===== src/rtl/mem_access_unit.sv =====
// Load/store front end: turns one RV32 load/store into word-wide memory
// accesses, using read-modify-write for SB/SH, and returns one response.
module mem_access_unit #(
    parameter int MEM_BYTES = 1024
) (
    input  logic        clk,
    input  logic        reset,
    input  logic        req_valid,
    output logic        req_ready,
    input  logic        req_we,
    input  logic [2:0]  req_funct3,
    input  logic [31:0] req_addr,
    input  logic [31:0] req_wdata,
    output logic        rsp_valid,
    output logic [31:0] rsp_rdata,
    output logic        rsp_err,
    output logic [31:0] mem_addr,
    output logic        mem_re,
    output logic        mem_we,
    output logic [31:0] mem_wdata,
    input  logic [31:0] mem_rdata
);

    typedef enum logic [2:0] {
        IDLE,
        RD,
        CAP,
        WR,
        RESP
    } state_t;

    state_t      state;
    state_t      state_nx;
    logic [31:0] addr_q;
    logic [31:0] data_q;
    logic [2:0]  f3_q;
    logic        we_q;

    logic        accept;
    logic [2:0]  size;
    logic [32:0] end_addr;
    logic        range_err;
    logic        align_err;
    logic        f3_err;
    logic        req_err;

    logic [7:0]  rd_byte;
    logic [15:0] rd_half;
    logic [31:0] ext_data;
    logic [31:0] merged;

    assign accept = req_valid && (state == IDLE);

    always_comb begin
        size = 3'd4;
        case (req_funct3[1:0])
            2'd0:    size = 3'd1;
            2'd1:    size = 3'd2;
            default: size = 3'd4;
        endcase
    end

    // 33-bit sum so addresses near 2^32 cannot wrap into range
    assign end_addr  = {1'b0, req_addr} + {30'd0, size};
    assign range_err = end_addr > 33'(MEM_BYTES);
    assign align_err = ((req_funct3[1:0] == 2'd1) && req_addr[0]) ||
                       ((req_funct3[1:0] == 2'd2) && (req_addr[1:0] != 2'd0));
    assign f3_err    = req_we ? (req_funct3 > 3'd2)
                              : ((req_funct3 == 3'd3) || (req_funct3 == 3'd6) ||
                                 (req_funct3 == 3'd7));
    assign req_err   = range_err || align_err || f3_err;

    assign rd_byte = mem_rdata[{addr_q[1:0], 3'b000} +: 8];
    assign rd_half = mem_rdata[{addr_q[1], 4'b0000} +: 16];

    always_comb begin
        ext_data = mem_rdata;
        unique case (1'b1)
            f3_q == 3'd0: ext_data = {{24{rd_byte[7]}}, rd_byte};
            f3_q == 3'd1: ext_data = {{16{rd_half[15]}}, rd_half};
            f3_q == 3'd4: ext_data = {24'd0, rd_byte};
            f3_q == 3'd5: ext_data = {16'd0, rd_half};
            default:      ext_data = mem_rdata;
        endcase
    end

    always_comb begin
        merged = mem_rdata;
        if (f3_q[1:0] == 2'd0)
            merged[{addr_q[1:0], 3'b000} +: 8] = data_q[7:0];
        else
            merged[{addr_q[1], 4'b0000} +: 16] = data_q[15:0];
    end

    always_comb begin
        state_nx = state;
        unique case (state)
            IDLE: begin
                if (req_valid) begin
                    if (req_err)
                        state_nx = RESP;
                    else if (req_we && (req_funct3[1:0] == 2'd2))
                        state_nx = WR;
                    else
                        state_nx = RD;
                end
            end
            RD:      state_nx = CAP;
            CAP:     state_nx = we_q ? WR : RESP;
            WR:      state_nx = RESP;
            RESP:    state_nx = IDLE;
            default: state_nx = IDLE;
        endcase
    end

    always_ff @(posedge clk or posedge reset) begin
        if (reset)
            state <= IDLE;
        else
            state <= state_nx;
    end

    // rsp_rdata/rsp_err only change on the way into RESP
    always_ff @(posedge clk or posedge reset) begin
        if (reset) begin
            addr_q    <= '0;
            data_q    <= '0;
            f3_q      <= '0;
            we_q      <= 1'b0;
            rsp_rdata <= '0;
            rsp_err   <= 1'b0;
        end else begin
            if (accept) begin
                addr_q <= req_addr;
                data_q <= req_wdata;
                f3_q   <= req_funct3;
                we_q   <= req_we;
                if (req_err) begin
                    rsp_rdata <= '0;
                    rsp_err   <= 1'b1;
                end
            end
            if (state == CAP) begin
                if (we_q) begin
                    data_q <= merged;
                end else begin
                    rsp_rdata <= ext_data;
                    rsp_err   <= 1'b0;
                end
            end
            if (state == WR) begin
                rsp_rdata <= '0;
                rsp_err   <= 1'b0;
            end
        end
    end

    assign req_ready = (state == IDLE);
    assign rsp_valid = (state == RESP);
    assign mem_re    = (state == RD);
    assign mem_we    = (state == WR);
    assign mem_addr  = ((state == RD) || (state == CAP) || (state == WR)) ?
                       {addr_q[31:2], 2'b00} : 32'd0;
    assign mem_wdata = (state == WR) ? data_q : 32'd0;

endmodule


===== config.mk =====
export PLATFORM = sky130hd
export DESIGN_NAME = mem_access_unit
export DESIGN_NICKNAME = d
export VERILOG_FILES = /design/src/rtl/mem_access_unit.sv
export SDC_FILE = /design/constraint.sdc
export NUM_CORES = 1
export LEC_CHECK = 0
export BUFFER_PORTS_ARGS = -buffer_cell sky130_fd_sc_hd__buf_4
export CAP_MARGIN = 20
export CELL_PAD_IN_SITES_DETAIL_PLACEMENT = 1
export CELL_PAD_IN_SITES_GLOBAL_PLACEMENT = 1
export CORE_MARGIN = 10
export CORE_UTILIZATION = 41
export DETAILED_ROUTE_END_ITERATION = 8
export GPL_TIMING_DRIVEN = 0
export PLACE_DENSITY = 0.95
export SETUP_SLACK_MARGIN = 0.5
export SYNTH_ARGS = -nofsm -noshare
export SYNTH_HDL_FRONTEND = slang
export SYNTH_SLANG_ARGS = --single-unit

===== constraint.sdc =====
create_clock -name clk -period 5.45 [get_ports clk]
set_clock_uncertainty 0.05 [all_clocks]
set_input_delay 0.2725 -clock clk [delete_from_list [all_inputs] [get_ports clk]]
set_output_delay 0.2725 -clock clk [all_outputs]
set_load 0.01 [all_outputs]

After elaboration in Yosys (flattened, before gate mapping)
Index checks and enable logic that the tools add are counted.

operators by class
  add/sub/neg operators = 3
  magnitude comparators = 2
  eq/ne operators = 13
  shift-type cells = 6
  mux-type cells = 26
  reductions and logical operators = 16

operators with widths
  kind                     number
  $mux 32                  11
  $pmux 32 s4              1
  $bwmux 32                2
  $add 32x3->33            1
  $gt 33x11->1 const B     1
  $shift 16x7->32 const A  1
  $shift 8x7->32 const A   1
  $shiftx 16x7->32         1
  $shiftx 32x6->16         1
  $shiftx 32x6->8          1
  $shiftx 8x7->32          1
  $eq 3x3->1 const B       5
  $neg 5->7                2
  $pmux 3 s4               1
  $eq 3x2->1 const B       3
  $mux 3                   3
  $logic_or 1x1->1         7
  $eq 3x1->1 const B       2
  $logic_not 3->1          2
  $mux 1                   6
  $pmux 3 s2               1
  $logic_and 1x1->1        4
  $logic_not 2->1          2
  $gt 3x2->1 const B       1
  other kinds (5)          5

storage, ports and cells
  register bits = 104
  input bits = 103
  output and inout bits = 101
  logic and storage cells = 73

Logic depth before layout (Yosys ltp)
  depth after elaboration = 11
  depth in mapped cells = 11

Least setup slack after synthesis
OpenSTA, ideal clock, no wires.

  path type = input -> register
  from = input port req_funct3[0]
  to = register state[2]
  library setup time = 0.124 ns
  data arrival time = 2.651 ns
  slack = 2.625 ns
  cell stages on the path = 9
  buffers on the path = 0
  cell sequence = nor2b_1 -> ha_1 -> a211oi_2 -> or4_4 -> o31ai_4 -> o211ai_2 -> nor4_4 -> nand3_1 -> a211o_1

between the ends
  longest elaborated chain between the ends = 9
  elaborated cells on any way between the ends = 21

RTL lines
  element                                        RTL line  source
  from (decl)                                    11        input logic [2:0] req_funct3,
  $eq 2x1->1 or $logic_not 2->1 (tied branches)  56, 66
  $pmux 3 s2                                     56        case (req_funct3[1:0])
  $add 32x3->33                                  64        assign end_addr = {1'b0, req_addr} + {30'd0, size};
  $gt 33x11->1                                   65        assign range_err = end_addr > 33'(MEM_BYTES);
  $logic_or 1x1->1                               71        assign req_err = range_err || align_err || f3_err;
  $logic_or 1x1->1 (*)                           71
  $mux 3 (*)                                     100       if (req_err)
  $mux 3 (*)                                     99        if (req_valid) begin
  $pmux 3 s4 (*)                                 97        unique case (state)
  to (signal assigned)                           120       state <= state_nx;
  to (decl)                                      32        state_t state;

Mark *: on every way between the ends. The rest lies on a longest branch, timed or not. The select of a mux whose other input is x is not followed.
A chain may end at the register's enable or synchronous reset.

Worst setup path in the final report
  from = register addr_q[0]
  to = register rsp_rdata[27]

between the ends
  longest elaborated chain between the ends = 5

RTL lines
  element                 RTL line  source
  from (decl)             34        logic [31:0] addr_q;
  from (signal assigned)  134       addr_q <= req_addr;
  $shiftx 32x6->8         73        assign rd_byte = mem_rdata[{addr_q[1:0], 3'b000} +: 8];
  $pmux 32 s4             78        unique case (1'b1)
  $mux 32                 144       if (we_q) begin
  $mux 32                 143       if (state == CAP) begin
  $mux 32                 151       if (state == WR) begin
  to (signal assigned)    147       rsp_rdata <= ext_data;
  to (decl)               15        output logic [31:0] rsp_rdata,

No other way between the ends.

==> flow_metrics.env <==
export IMPL_slowest_delay_ns=0.57
export IMPL_fmaxAchievable_mhz=309
export IMPL_grt_max_degree=64
export IMPL_cts_hold_buf=0
export IMPL_slew_violations=0
export IMPL_worst_pin_slew_ns=0.909
export IMPL_grt_usage=0.249
export IMPL_cp_data_arrival_time_ns=3.43
export IMPL_cts_root_buf="clkbuf_16"
export IMPL_areaGrowthSynthToFinish_pct=31.5
export IMPL_slew_headroom=0.394
export IMPL_ant_nets=0
export IMPL_critPathCaptureType="flop"
export IMPL_synth_seq_area_share=0.394
export IMPL_antenna_cells=0
export IMPL_finish_utilization=0.549
export IMPL_gp_congestion=0.916
export IMPL_powerDensity_nw_per_um2=232
export IMPL_start_util=0.417
export IMPL_drv_cap=0
export IMPL_htreeDepth=3
export IMPL_die_area_um2=21600
export IMPL_antenna_found_initial=0
export IMPL_p_leak_nw=4.12
export IMPL_grt_pass1_wl_mm=43.4
export IMPL_postSynthCellCount=788
export IMPL_drt_pass1_iterations=5
export IMPL_ios=204
export IMPL_grt_pass1_vias=7686
export IMPL_syn_avg_cell_area_um2=8.38
export IMPL_setup_viol=0
export IMPL_required_ns=5.65
export IMPL_die_h_um=147
export IMPL_ys_ff_latch=104
export IMPL_fin_crit_sh=0.593
export IMPL_clock_tree_buffer_depth=2
export IMPL_tns_ns=0
export IMPL_vias=7222
export IMPL_yosys_most_used_dff="dfrtp_1"
export IMPL_path_cells="mux4_2, a21oi_1, o21ai_0, o21ai_1, clkbuf_1, a21oi_1, o22ai_1, nor2_1"
export IMPL_std_cell_rows=46
export IMPL_rsz0062_at_grt="false"
export IMPL_numCtsBuffers=9
export IMPL_crit_top_cell="a21oi_1"
export IMPL_synth_edf_count=0
export IMPL_rr_worst_depth=8
export IMPL_clkTransAtPathRegs_ns=0.08
export IMPL_min_period_ns=3.23
export IMPL_cts_sinks=104
export IMPL_path_class="reg -> reg"
export IMPL_syn_area_um2=6600
export IMPL_yosysUniqueCellTypes=73
export IMPL_min_path_type="in -> async"
export IMPL_die_x_um=147
export IMPL_slowest_stage="mux4_2"
export IMPL_hpwl_mm=21.8
export IMPL_cts_repair_resized=0
export IMPL_portBuffers=196
export IMPL_synth_warning_count=0
export IMPL_core_area_um2=15800
export IMPL_final_layout_size_suffix_gt1_frac=0.249
export IMPL_cts_setup_buffers=0
export IMPL_start_kind="flop"
export IMPL_avgViaCountPerCell=5.92
export IMPL_drc=0
export IMPL_status="complete, no violations"
export IMPL_clock_latency_ns=0.36
export IMPL_wl_per_cell_um=22.7
export IMPL_cts_tree="done"
export IMPL_wl_mm=27.7
export IMPL_hold_violations=0
export IMPL_fin_nets=1110
export IMPL_grt_overflow_total=0
export IMPL_async_flop_share=1.00
export IMPL_drt_initial_drc_count=676
export IMPL_vdd_drop_max_uv=142
export IMPL_crit_fanout=10
## path summary, 6_finish.rpt
check                      slack [ns]         start       endpoint
max                              2.22     addr_q[0]  rsp_rdata[27]
max reg2reg                      2.22     addr_q[0]  rsp_rdata[27]
min                              0.02         reset      addr_q[2]
min in group clk                 0.08  req_addr[10]     addr_q[10]
min reg2reg                      0.42    addr_q[18]     addr_q[18]
max in group asynchronous        4.62         reset  rsp_rdata[25]
## stage by stage
step / setup WS (ns) / hold slack, ns / total power, mW / instance area (um^2) / instances
finish: 2.22 / 0.0229 / 2.01 / 8680 / 1219
detailed placement: 2.06 / 0.404 / 1.33 / 8380 / 1203
global route: 2.05 / 0.0805 / 2.10 / 8680 / 1219
global placement: 1.03 / 0.399 / 1.30 / 8350 / 1201
floorplan: 2.40 / 0.315 / 1.14 / 6610 / 789
CTS: 2.31 / 0.0601 / 2.01 / 8680 / 1219
## worst max-delay path, delay by kind of cell (launching register included)
family / cells / cell delay [ns]
AO/OA/AOI/OAI: 5 / 1.46
flip-flops: 1 / 0.50
buffers and inverters: 1 / 0.47
multiplexers: 1 / 0.57
AND/OR/NAND/NOR: 1 / 0.07
## area by class of cell
| cell class | instances | area, um^2 |
|---|---|---|
| inverter | 38 | 145 |
| tap | 216 | 270 |
| clock buffer | 10 | 239 |
| clock inverter | 6 | 66.3 |
| timing repair buffer | 198 | 1500 |
| multi-input combinational | 590 | 3620 |
| buffer | 57 | 241 |
| fill | 1921 | 7150 |
| sequential | 104 | 2600 |
## layout by cell type, fill, tap and decap left out, drive strengths merged, types with 9 or more instances in the layout
cell type  Yosys  final
buf            9    207
nand2        159    159
dfrtp        104    104
and2          66     66
clkbuf        48     58
nor2          46     46
inv           38     39
a21oi         35     35
a31oi         26     26
o22ai         24     24
o21ai         24     24
nor3          20     20
a221oi        17     17
o31ai         17     17
a22oi         16     16
a211oi        12     12
nand4         10     10
mux2i          9      9
## cells in the mapped netlist, types with 3 or more instances
cell / n / area (um^2)
a211oi_1: 11 / 82.6
a21oi_1: 35 / 175
a221oi_1: 17 / 149
a222oi_1: 7 / 70.1
a22o_1: 8 / 70.1
a22oi_1: 16 / 120
a31oi_1: 25 / 156
and2_1: 66 / 413
and4_1: 5 / 43.8
buf_1: 4 / 15.0
buf_4: 3 / 22.5
clkbuf_1: 47 / 176
dfrtp_1: 104 / 2600
ha_1: 8 / 100
inv_1: 38 / 143
mux2i_1: 9 / 90.1
nand2_1: 158 / 593
nand2b_1: 4 / 25.0
nand3_1: 8 / 40.0
nand4_1: 9 / 56.3
nor2_1: 46 / 173
nor3_1: 19 / 95.1
nor4_1: 5 / 31.3
o21ai_0: 23 / 115
o22ai_1: 24 / 150
o31a_1: 3 / 26.3
o31ai_1: 6 / 45.0
o31ai_2: 9 / 113
or3_1: 4 / 25.0
xnor2_1: 7 / 61.3
## per-layer routing
layer	track usage	routed length, um
met2	0.422	13200
met3	0.0728	2510
met5	0	0
met1	0.289	10900
met4	0.105	1090
## flip-flops by register name, indices dropped and copies added (netlist names)
| register | flops |
|---|---|
| addr_q | 32 |
| rsp_rdata | 32 |
| rsp_err | 1 |
| we_q | 1 |
| state | 3 |
| f3_q | 3 |
| data_q | 32 |
## power breakdown
part / internal, mW / leakage (nW) / switching (mW)
Sequential: 0.838 / 1.33 / 0.0530
Combinational: 0.161 / 2.65 / 0.274
Clock: 0.370 / 0.141 / 0.315
Total: 1.37 / 4.12 / 0.642
## cell families (layout without fill, tap and decap cells)
group,Yosys count,count (layout),share of synthesized area
buf+inv,95,309,0.0582
flops,104,104,0.394
simple gates,345,345,0.257
compound gates,213,213,0.240
mux,12,12,0.0205
other cells,1,2,0.000568
fa+ha+maj,9,9,0.0182
xor+xnor,9,9,0.0119
(Power assumes the default switching activity.)
